<file path="config.mk">
export PLATFORM = sky130hd
export DESIGN_NAME = noc_rr_arbiter_flat
export DESIGN_NICKNAME = d
export VERILOG_FILES = /design/src/rtl/noc_rr_arbiter_if.sv /design/src/rtl/noc_rr_arbiter.sv /design/src/flat_wrapper.sv
export SDC_FILE = /design/constraint.sdc
export NUM_CORES = 1
export LEC_CHECK = 0
export ABC_AREA = 0
export BUFFER_PORTS_ARGS = -buffer_cell sky130_fd_sc_hd__buf_2
export CAP_MARGIN = 20
export CORE_ASPECT_RATIO = 0.5
export CORE_MARGIN = 3
export CORE_UTILIZATION = 35
export CTS_BUF_LIST = sky130_fd_sc_hd__clkbuf_2 sky130_fd_sc_hd__clkbuf_4 sky130_fd_sc_hd__clkbuf_8
export CTS_CLUSTER_SIZE = 40
export DETAILED_ROUTE_END_ITERATION = 10
export PLACE_DENSITY_LB_ADDON = 0.3
export SLEW_MARGIN = 20
export SYNTH_ARGS = -nofsm -noshare
export SYNTH_HDL_FRONTEND = slang
export SYNTH_SLANG_ARGS = --single-unit
</file>
<file path="constraint.sdc">
create_clock -name clk -period 3.8 [get_ports clk]
set_clock_uncertainty 0.15 [all_clocks]
set_input_delay 0.38 -clock clk [delete_from_list [all_inputs] [get_ports clk]]
set_output_delay 0.38 -clock clk [all_outputs]
set_load 0.05 [all_outputs]
</file>
<file path="src/rtl/noc_rr_arbiter_if.sv">
// Request/grant bundle between input-buffer request lines and one output-port arbiter.
interface noc_rr_arbiter_if #(
    parameter int NPORTS = 5,
    parameter int FID_W  = 3,
    parameter int LEN_W  = 12,
    parameter int IDX_W  = $clog2(NPORTS)
);
    logic [NPORTS-1:0]       req;
    logic [NPORTS*FID_W-1:0] flit_id;
    logic [NPORTS*LEN_W-1:0] length;
    logic [NPORTS-1:0]       grant;
    logic                    grant_valid;
    logic [IDX_W-1:0]        grant_idx;
    logic                    timeout_pulse;

    modport master (
        output req, flit_id, length,
        input  grant, grant_valid, grant_idx, timeout_pulse
    );

    modport slave (
        input  req, flit_id, length,
        output grant, grant_valid, grant_idx, timeout_pulse
    );
endinterface

</file>
<file path="src/rtl/noc_rr_arbiter.sv">
// Round-robin output-port arbiter with registered one-hot grant.
// ARB_TIMEOUT_EN enables per-port grant windows latched from header flits.
module noc_rr_arbiter #(
    parameter int               NPORTS    = 5,
    parameter int               FID_W     = 3,
    parameter int               LEN_W     = 12,
    parameter logic [FID_W-1:0] HEADER_ID = FID_W'(1)
) (
    input  logic            clk,
    input  logic            rst,
    noc_rr_arbiter_if.slave bus
);
    localparam int IDX_W = $clog2(NPORTS);

    typedef enum logic {IDLE, GRANT} state_t;

    state_t           state, state_n;
    logic [IDX_W-1:0] last, last_n;
    logic             tp_n;
    logic             pick_found;
    logic [IDX_W-1:0] pick_idx;

    // While granting, last always equals the granted port, so one search
    // from last serves both IDLE (last included) and handover (last excluded).
    always_comb begin
        int i;
        pick_found = 1'b0;
        pick_idx   = '0;
        for (int k = 1; k <= NPORTS; k++) begin
            i = int'(last) + k;
            if (i >= NPORTS) i = i - NPORTS;
            if (!pick_found && bus.req[i] && (state == IDLE || k != NPORTS)) begin
                pick_found = 1'b1;
                pick_idx   = IDX_W'(i);
            end
        end
    end

`ifdef ARB_TIMEOUT_EN
    logic [LEN_W-1:0] count, count_n;
    logic [LEN_W-1:0] limit [NPORTS];
    logic [LEN_W-1:0] lim_eff;
    logic             expired;

    for (genvar p = 0; p < NPORTS; p++) begin : g_limit
        always_ff @(posedge clk) begin
            if (rst)
                limit[p] <= '0;
            else if (bus.flit_id[p*FID_W +: FID_W] == HEADER_ID)
                limit[p] <= bus.length[p*LEN_W +: LEN_W];
        end
    end

    // A zero limit still grants for one cycle.
    assign lim_eff = (limit[last] == '0) ? LEN_W'(1) : limit[last];
    assign expired = (count >= lim_eff);
`else
    logic unused_inputs;
    assign unused_inputs = ^{bus.flit_id, bus.length};
`endif

    always_comb begin
        state_n = state;
        last_n  = last;
        tp_n    = 1'b0;
`ifdef ARB_TIMEOUT_EN
        count_n = count;
`endif
        case (state)
            IDLE: begin
                if (pick_found) begin
                    state_n = GRANT;
                    last_n  = pick_idx;
`ifdef ARB_TIMEOUT_EN
                    count_n = LEN_W'(1);
`endif
                end
            end
            GRANT: begin
                if (!bus.req[last]) begin
                    if (pick_found) last_n = pick_idx;
                    else            state_n = IDLE;
`ifdef ARB_TIMEOUT_EN
                    count_n = pick_found ? LEN_W'(1) : '0;
                end else if (expired) begin
                    // No other requester: the same port gets a fresh window.
                    if (pick_found) last_n = pick_idx;
                    count_n = LEN_W'(1);
                    tp_n    = 1'b1;
                end else begin
                    count_n = count + LEN_W'(1);
`endif
                end
            end
            default: state_n = IDLE;
        endcase
    end

    always_ff @(posedge clk) begin
        if (rst) begin
            state             <= IDLE;
            last              <= IDX_W'(NPORTS - 1);
            bus.grant         <= '0;
            bus.grant_valid   <= 1'b0;
            bus.grant_idx     <= '0;
            bus.timeout_pulse <= 1'b0;
`ifdef ARB_TIMEOUT_EN
            count             <= '0;
`endif
        end else begin
            state             <= state_n;
            last              <= last_n;
            bus.grant         <= (state_n == GRANT) ? (NPORTS'(1) << last_n) : '0;
            bus.grant_valid   <= (state_n == GRANT);
            bus.grant_idx     <= (state_n == GRANT) ? last_n : '0;
            bus.timeout_pulse <= tp_n;
`ifdef ARB_TIMEOUT_EN
            count             <= count_n;
`endif
        end
    end
endmodule

</file>
<file path="src/flat_wrapper.sv">
// flat-port wrapper written by rule: the top's interface ports become plain ports
module noc_rr_arbiter_flat 
#(
    parameter int               NPORTS    = 5,
    parameter int               FID_W     = 3,
    parameter int               LEN_W     = 12,
    parameter logic [FID_W-1:0] HEADER_ID = FID_W'(1)
)
  (clk, rst, bus_req, bus_flit_id, bus_length, bus_grant, bus_grant_valid, bus_grant_idx, bus_timeout_pulse);
  noc_rr_arbiter_if #(.NPORTS(NPORTS), .FID_W(FID_W), .LEN_W(LEN_W)) bus_i ();
  input  logic clk;
  input  logic rst;
  input wire logic [$bits(bus_i.req)-1:0] bus_req;
  input wire logic [$bits(bus_i.flit_id)-1:0] bus_flit_id;
  input wire logic [$bits(bus_i.length)-1:0] bus_length;
  output wire logic [$bits(bus_i.grant)-1:0] bus_grant;
  output wire logic [$bits(bus_i.grant_valid)-1:0] bus_grant_valid;
  output wire logic [$bits(bus_i.grant_idx)-1:0] bus_grant_idx;
  output wire logic [$bits(bus_i.timeout_pulse)-1:0] bus_timeout_pulse;
  assign bus_i.req = bus_req;
  assign bus_i.flit_id = bus_flit_id;
  assign bus_i.length = bus_length;
  assign bus_grant = bus_i.grant;
  assign bus_grant_valid = bus_i.grant_valid;
  assign bus_grant_idx = bus_i.grant_idx;
  assign bus_timeout_pulse = bus_i.timeout_pulse;
  noc_rr_arbiter #(.NPORTS(NPORTS), .FID_W(FID_W), .LEN_W(LEN_W), .HEADER_ID(HEADER_ID)) u_core (.clk(clk), .rst(rst), .bus(bus_i));
endmodule
</file>
==> summary.md, run 1 <==
| Metric | Value |
|---|---|
| # IOs | `92` |
| Status | `complete, no violations` |
| First-pass GRT wire length | `7.06 mm` |
| WP data arrival | `3.51 ns` |
| Worst R2R End | `u_core.bus.grant[0]` |
| Vias per inst | `5.69` |
| Unrepaired setup endpoints after global routing | `no` |
| # diodes | `0` |
| Fin crit period | `3.54 ns` |
| Area Overhead vs Synth | `11.2%` |
| Critical path depth in cells | `9` |
| CTS Buf Count | `3` |
| # H-tree levels | `1` |
| Crit path kind | `reg -> reg` |
| Data required time of the worst path | `3.78 ns` |
| Place WS | `0.270 ns` |
| Delay-heaviest family, CP | `multiplexers` |
| DR WL/cell | `15.8 µm` |
| Mapped Nets | `289` |
| Top FF cell, synth | `dfxtp_1` |
| Total grt overflow | `0` |
| Vias in the first global route | `1425` |
| Pins over their slew limit | `0` |
| ANT nets after route | `0` |
| Hold Crit Depth | `2` |
| Initial antenna violation count | `0` |
| Fin area | `1890 µm²` |
| WP buf/inv | `1` |
| Initial Utilization | `0.375` |
| Vias | `1581` |
| Slew HR | `0.596` |
| Crit path from | `u_core.last[1]` |
| Register area share after synthesis | `0.141` |
| Fmax | `283 MHz` |
| Mapped cell area | `1700 µm²` |
| Final hold vios | `0` |
| Tot Pwr | `1970 µW` |
| PwrDens | `1040 nW/µm²` |
| Flop and latch count out of synthesis | `12` |
| CP max stage cell | `mux4_2` |
| Area of the die | `5770 µm²` |
| Synthesis Warnings | `0` |
| Hold path start | `rst` |
| Syn_area_per_cell | `8.66 µm²` |
| Largest net degree at the start of global routing | `34` |
| Initial DRC count | `138` |
| Pre-antenna DRT Iters | `4` |
| Tcrit/Tclk final | `0.931` |
| Die span in x | `105 µm` |
| Clk root buf | `clkbuf_8` |
| Max incr delay on CP | `0.53 ns` |
| Post-CTS setup buffers | `0` |
| Routability Congestion | `0.902` |
| Max_cap viols | `0` |
| Worst IR drop on VDD | `0.432 mV` |
| Post-synth EDFFs | `0` |
| Synth async-reset ratio | `0` |
| Crit. End Element | `register` |
| Dpl hpwl | `3.33 mm` |
| Worst reg2reg path depth | `9` |
| CTS tree | `yes` |
| Worst-margin pin slew | `0.605 ns` |
| Clock insertion delay at the later pin of the skew report | `0.23 ns` |
| # clock sinks | `12` |
| CP startpoint kind | `register` |
| Die height | `55.3 µm` |
| Flop-to-flop setup slack | `0.26 ns` |
| Final setup viols | `0` |
| Core area | `4530 µm²` |
| Hold EP | `u_core.last[0]` |
| Number of nets in the layout | `307` |
| Aggregate negative setup slack | `0 ns` |
| Final WL | `4.39 mm` |
| P_leak | `0.000782 µW` |
| Fraction of layout cells with a size suffix above 1 | `0.245` |
| Number of I/O port buffers | `15` |
| CP cell instances | `inv_1 > ha_1 > mux4_2 > mux2_4 > a211o_1 > nor3_4 > a21boi_2 > o32ai_2 > and4b_1` |
| Critical R2R Launch | `u_core.last[1]` |
| Clock Pin Slew Worst Setup and Hold Paths | `0.05 ns` |
| Mapped Cells | `196` |
| # rows | `17` |
| Setup ws final | `0.262 ns` |
| Largest fanout on the critical path | `8` |
| DP Area | `1840 µm²` |
| HP Class | `in -> reg` |
| Number of remaining DRC errors | `0` |
| Post-synth cell types | `77` |
| GR Util All Layers | `0.146` |
| Clock Path Buffers | `2` |
## cells in the final DEF, fill, tap and decap left out, types with 2 or more instances in the layout
master / n
nor2_1: 17
o21bai_1: 2
mux2i_1: 8
nand4_1: 4
a211o_1: 2
a211oi_1: 3
o2111ai_1: 2
o21ai_0: 4
nand2b_1: 7
and3_1: 4
mux4_1: 2
nor2b_1: 6
nor4_1: 2
buf_4: 7
inv_1: 13
nor3_1: 6
dfxtp_1: 12
a221oi_1: 2
a31oi_1: 2
a21oi_1: 8
nand2_1: 11
o211ai_1: 2
o22ai_1: 2
clkbuf_8: 3
a211oi_2: 2
ha_1: 10
nand3_1: 2
xnor2_1: 3
or3_1: 2
buf_2: 15
inv_2: 2
## cell type report
cell class	count	area, µm²
clock buffer	3	41.3
sequential	12	240
fill	456	2640
timing repair buffer	22	128
tap	66	82.6
inverter	15	56.3
multi-input combinational	160	1340
## power breakdown
part / internal [µW] / switching [µW] / leakage (µW) / total, µW
registers: 168 / 39.1 / 0.0000988 / 207
logic: 677 / 974 / 0.000662 / 1650
clock network: 69.2 / 39.8 / 0.0000216 / 109
total: 914 / 1050 / 0.000782 / 1970
## what timing repair did
| item | in CTS | in global routing |
|---|---|---|
| endpoints found under the setup margin | 0 | 5 |
| hold endpoints to repair | 0 | 0 |
| resized for setup | 0 | 1 |
| hold buffers | 0 | 0 |
## through the flow
stage | hold slack, ns | utilization | std cells
after global routing | 0.216 | 0.417 | 278
final | 0.201 | 0.417 | 278
after detailed placement | 0.445 | 0.406 | 275
after floorplan | 0.299 | - | 196
after global placement | 0.446 | 0.406 | 275
after CTS | 0.198 | 0.415 | 278
## synth_stat cells (2+ instances only)
| cell | n | area share |
|---|---|---|
| a221oi_1 | 2 | 0.010 |
| o2111ai_1 | 2 | 0.010 |
| o211ai_1 | 2 | 0.0088 |
| nand3_1 | 2 | 0.0059 |
| a211oi_2 | 2 | 0.015 |
| dfxtp_1 | 12 | 0.14 |
| and3_1 | 4 | 0.015 |
| mux2i_1 | 8 | 0.047 |
| mux4_1 | 2 | 0.031 |
| buf_2 | 3 | 0.0088 |
| buf_4 | 2 | 0.0088 |
| nor2b_1 | 6 | 0.022 |
| o22ai_1 | 2 | 0.0074 |
| a31oi_1 | 2 | 0.0074 |
| nor4_1 | 2 | 0.0074 |
| inv_2 | 2 | 0.0044 |
| nand4_1 | 4 | 0.015 |
| ha_1 | 10 | 0.074 |
| inv_1 | 13 | 0.029 |
| a211o_1 | 2 | 0.010 |
| nand2_1 | 11 | 0.024 |
| xnor2_1 | 3 | 0.015 |
| o21bai_1 | 2 | 0.0088 |
| nor3_1 | 6 | 0.018 |
| buf_6 | 3 | 0.020 |
| o21ai_0 | 4 | 0.012 |
| a211oi_1 | 3 | 0.013 |
| nand2b_1 | 7 | 0.026 |
| a21oi_1 | 8 | 0.024 |
| nor2_1 | 17 | 0.038 |
| or3_1 | 2 | 0.0074 |
## kinds of logic (layout without fill, tap and decap cells)
logic type                 Yosys count  after routing  synth area share
AOI/OAI and AO/OA                   53             53             0.280
DFF                                 12             12             0.141
buffers and inverters               24             40            0.0729
and+or+nand+nor                     79             79             0.296
adders and majority gates           11             11            0.0855
xor gates and xnor gates             3              3            0.0155
other                                1              1           0.00221
muxes                               13             13             0.107
## worst max path at each step
stage	endpoint	slack, ns
2_1_floorplan	u_core.bus.grant[1]	0.45
3_3_place_gp	u_core.bus.grant[0]	0.30
3_5_place_dp	u_core.bus.grant[2]	0.27
4_1_cts	u_core.bus.grant[2]	0.24
5_1_grt	u_core.bus.grant[2]	0.07
6_report	u_core.bus.grant[0]	0.26
## per-layer routing
metal / wire, µm / track usage
met5: 0 / 0
met4: 47 / 0.0455
met3: 194 / 0.0105
met2: 1940 / 0.225
met1: 2210 / 0.218
## sequential cells by signal (all words and copies together) (netlist names)
signal / flops
u_core.bus.grant: 5
u_core.bus.grant_idx: 3
u_core.bus.grant_valid: 1
u_core.last: 3
(Power assumes the default switching activity.)
==> inputs of run 2 (changes only) <==
Clock period 3.8 ns to 4.1 ns, I/O delays scaled along.
==> run 2 against run 1 <==
Final cell count shrank 0.36%; sequential power shrank 16%; cell area shrank 0.40%; power shrank 8.7%; flip-flop and latch count is the same; combinational power shrank 9%; hold slack gained 0.022 ns; core utilization shrank 0.17 points; fmax grew 1.7%; via count shrank 2.3%; register-to-register slack gained 0.36 ns; sequential share of layout area grew 0.051 points; critical path type unchanged; critical endpoint unchanged.
==> summary.md, run 2 (synthesis gave the netlist of run 1 again) <==
| Metric | Value |
|---|---|
| GR Util All Layers | `0.148` |
| Tcrit/Tclk final | `0.849` |
| Initial Utilization | `0.375` |
| Fin crit period | `3.48 ns` |
| Flop-to-flop setup slack | `0.62 ns` |
| Vias per inst | `5.57` |
| Initial DRC count | `111` |
| Die span in x | `105 µm` |
| Post-cts gate resize count | `0` |
| First-pass GRT wire length | `7.16 mm` |
| Status | `complete, no violations` |
| Worst reg2reg path depth | `11` |
| CTS Buf Count | `3` |
| Final setup viols | `0` |
| Vias in the first global route | `1488` |
| HP Class | `in -> reg` |
| Largest fanout on the critical path | `8` |
| Clk root buf | `clkbuf_8` |
| Post-CTS setup buffers | `0` |
| Tot Pwr | `1800 µW` |
| Number of remaining DRC errors | `0` |
| DR WL/cell | `15.5 µm` |
| Hold Crit Depth | `2` |
| Max_cap viols | `0` |
| # clock sinks | `12` |
| Multi-input gate area | `1330 µm²` |
| Crit. End Element | `register` |
| Reg area | `240 µm²` |
| Slew HR | `0.616` |
| Die height | `55.3 µm` |
| Fraction of layout cells with a size suffix above 1 | `0.237` |
| Vias | `1544` |
| Max reg flops | `5` |
| Data required time of the worst path | `4.13 ns` |
| Final WL | `4.30 mm` |
| WP data arrival | `3.51 ns` |
| Pins over their slew limit | `0` |
| Dpl hpwl | `3.27 mm` |
| Worst IR drop on VDD | `0.429 mV` |
| Clock Path Buffers | `2` |
| Crit path kind | `reg -> reg` |
| Worst hold slack | `0.223 ns` |
| Aggregate negative setup slack | `0 ns` |
| Routability Congestion | `0.920` |
| # H-tree levels | `1` |
| # IOs | `92` |
| CP startpoint kind | `register` |
| Number of nets in the layout | `305` |
| Clock insertion delay at the later pin of the skew report | `0.24 ns` |
| Unrepaired setup endpoints after global routing | `no` |
| Top Registers | `u_core.bus.grant (5), u_core.bus.grant_idx (3), u_core.last (3)` |
| Number of I/O port buffers | `15` |
| Worst-margin pin slew | `0.571 ns` |
| Clock Pin Slew Worst Setup and Hold Paths | `0.05 ns` |
| ANT nets after route | `0` |
| Largest net degree at the start of global routing | `21` |
| # rows | `17` |
| PwrDens | `955 nW/µm²` |
| Commonest non-fill, non-tap cell in the layout | `nor2_1` |
| # diodes | `0` |
| CTS tree | `yes` |
| Final hold vios | `0` |
| Core area | `4530 µm²` |
| Largest register by flop count | `u_core.bus.grant` |
| Fmax | `287 MHz` |
| Area Overhead vs Synth | `10.8%` |
| Commonest cells after routing, fill and taps aside | `17 x nor2_1, 15 x buf_2, 13 x inv_1` |
| FILL cells | `458` |
| Total grt overflow | `0` |
| Pre-antenna DRT Iters | `4` |
| Initial antenna violation count | `0` |
| P_leak | `0.000778 µW` |
| Hold buffers post-CTS | `0` |
| Area of the die | `5770 µm²` |
==> run 2: cell count changes in the layout (fill, tap and decap cells not counted), sizes merged <==
cell and delta:
buf -2, clkbuf +1
==> run 2: cell type report <==
cell class / count / share of cell area
multi-input cells: 160 / 0.709
flip-flops and latches: 12 / 0.128
repair buffers: 20 / 0.0599
well taps: 66 / 0.0439
inverters: 15 / 0.0299
clock buffers: 4 / 0.0293
==> run 2: worst paths after layout <==
| kind | start | to |
|---|---|---|
| hold / removal | rst | u_core.last[1] |
| hold reg to reg | u_core.last[1] | u_core.last[1] |
| setup / recovery | u_core.last[1] | u_core.bus.grant[0] |
| setup reg to reg | u_core.last[1] | u_core.bus.grant[0] |
==> run 2: per-layer routing <==
| metal | vias up | GRT usage | part of all wire |
|---|---|---|---|
| met3 | 5 | 0.0210 | 0.054 |
| met2 | 46 | 0.236 | 0.44 |
| li1 | 774 | - | - |
| met4 | 0 | 0.0360 | 0.010 |
| met1 | 719 | 0.212 | 0.50 |
| met5 | - | 0 | 0 |
==> run 2: stage by stage <==
| step | std cells | cell area [µm²] | utilization | setup WS, ns |
|---|---|---|---|---|
| after CTS | 277 | 1880 | 0.415 | 0.599 |
| after global routing | 277 | 1880 | 0.415 | 0.347 |
| after detailed placement | 273 | 1830 | 0.403 | 0.627 |
| after global placement | 273 | 1830 | 0.403 | 0.676 |
| final | 277 | 1880 | 0.415 | 0.620 |
| after floorplan | 196 | 1700 | - | 0.749 |
==> run 2: power breakdown <==
group | internal, µW | switching, µW
logic | 611 | 887
registers | 155 | 17.7
clock network | 84.5 | 39.7
total | 851 | 945
==> run 2: worst max-delay path: stages, from the launching register on <==
cell	delay, ns
dfxtp_1	0.33
inv_1	0.18
ha_1	0.24
ha_1	0.39
or2_2	0.33
o21ai_0	0.28
inv_1	0.10
or3_1	0.40
and2_4	0.18
a311oi_1	0.46
o21ai_2	0.14
and4b_1	0.25
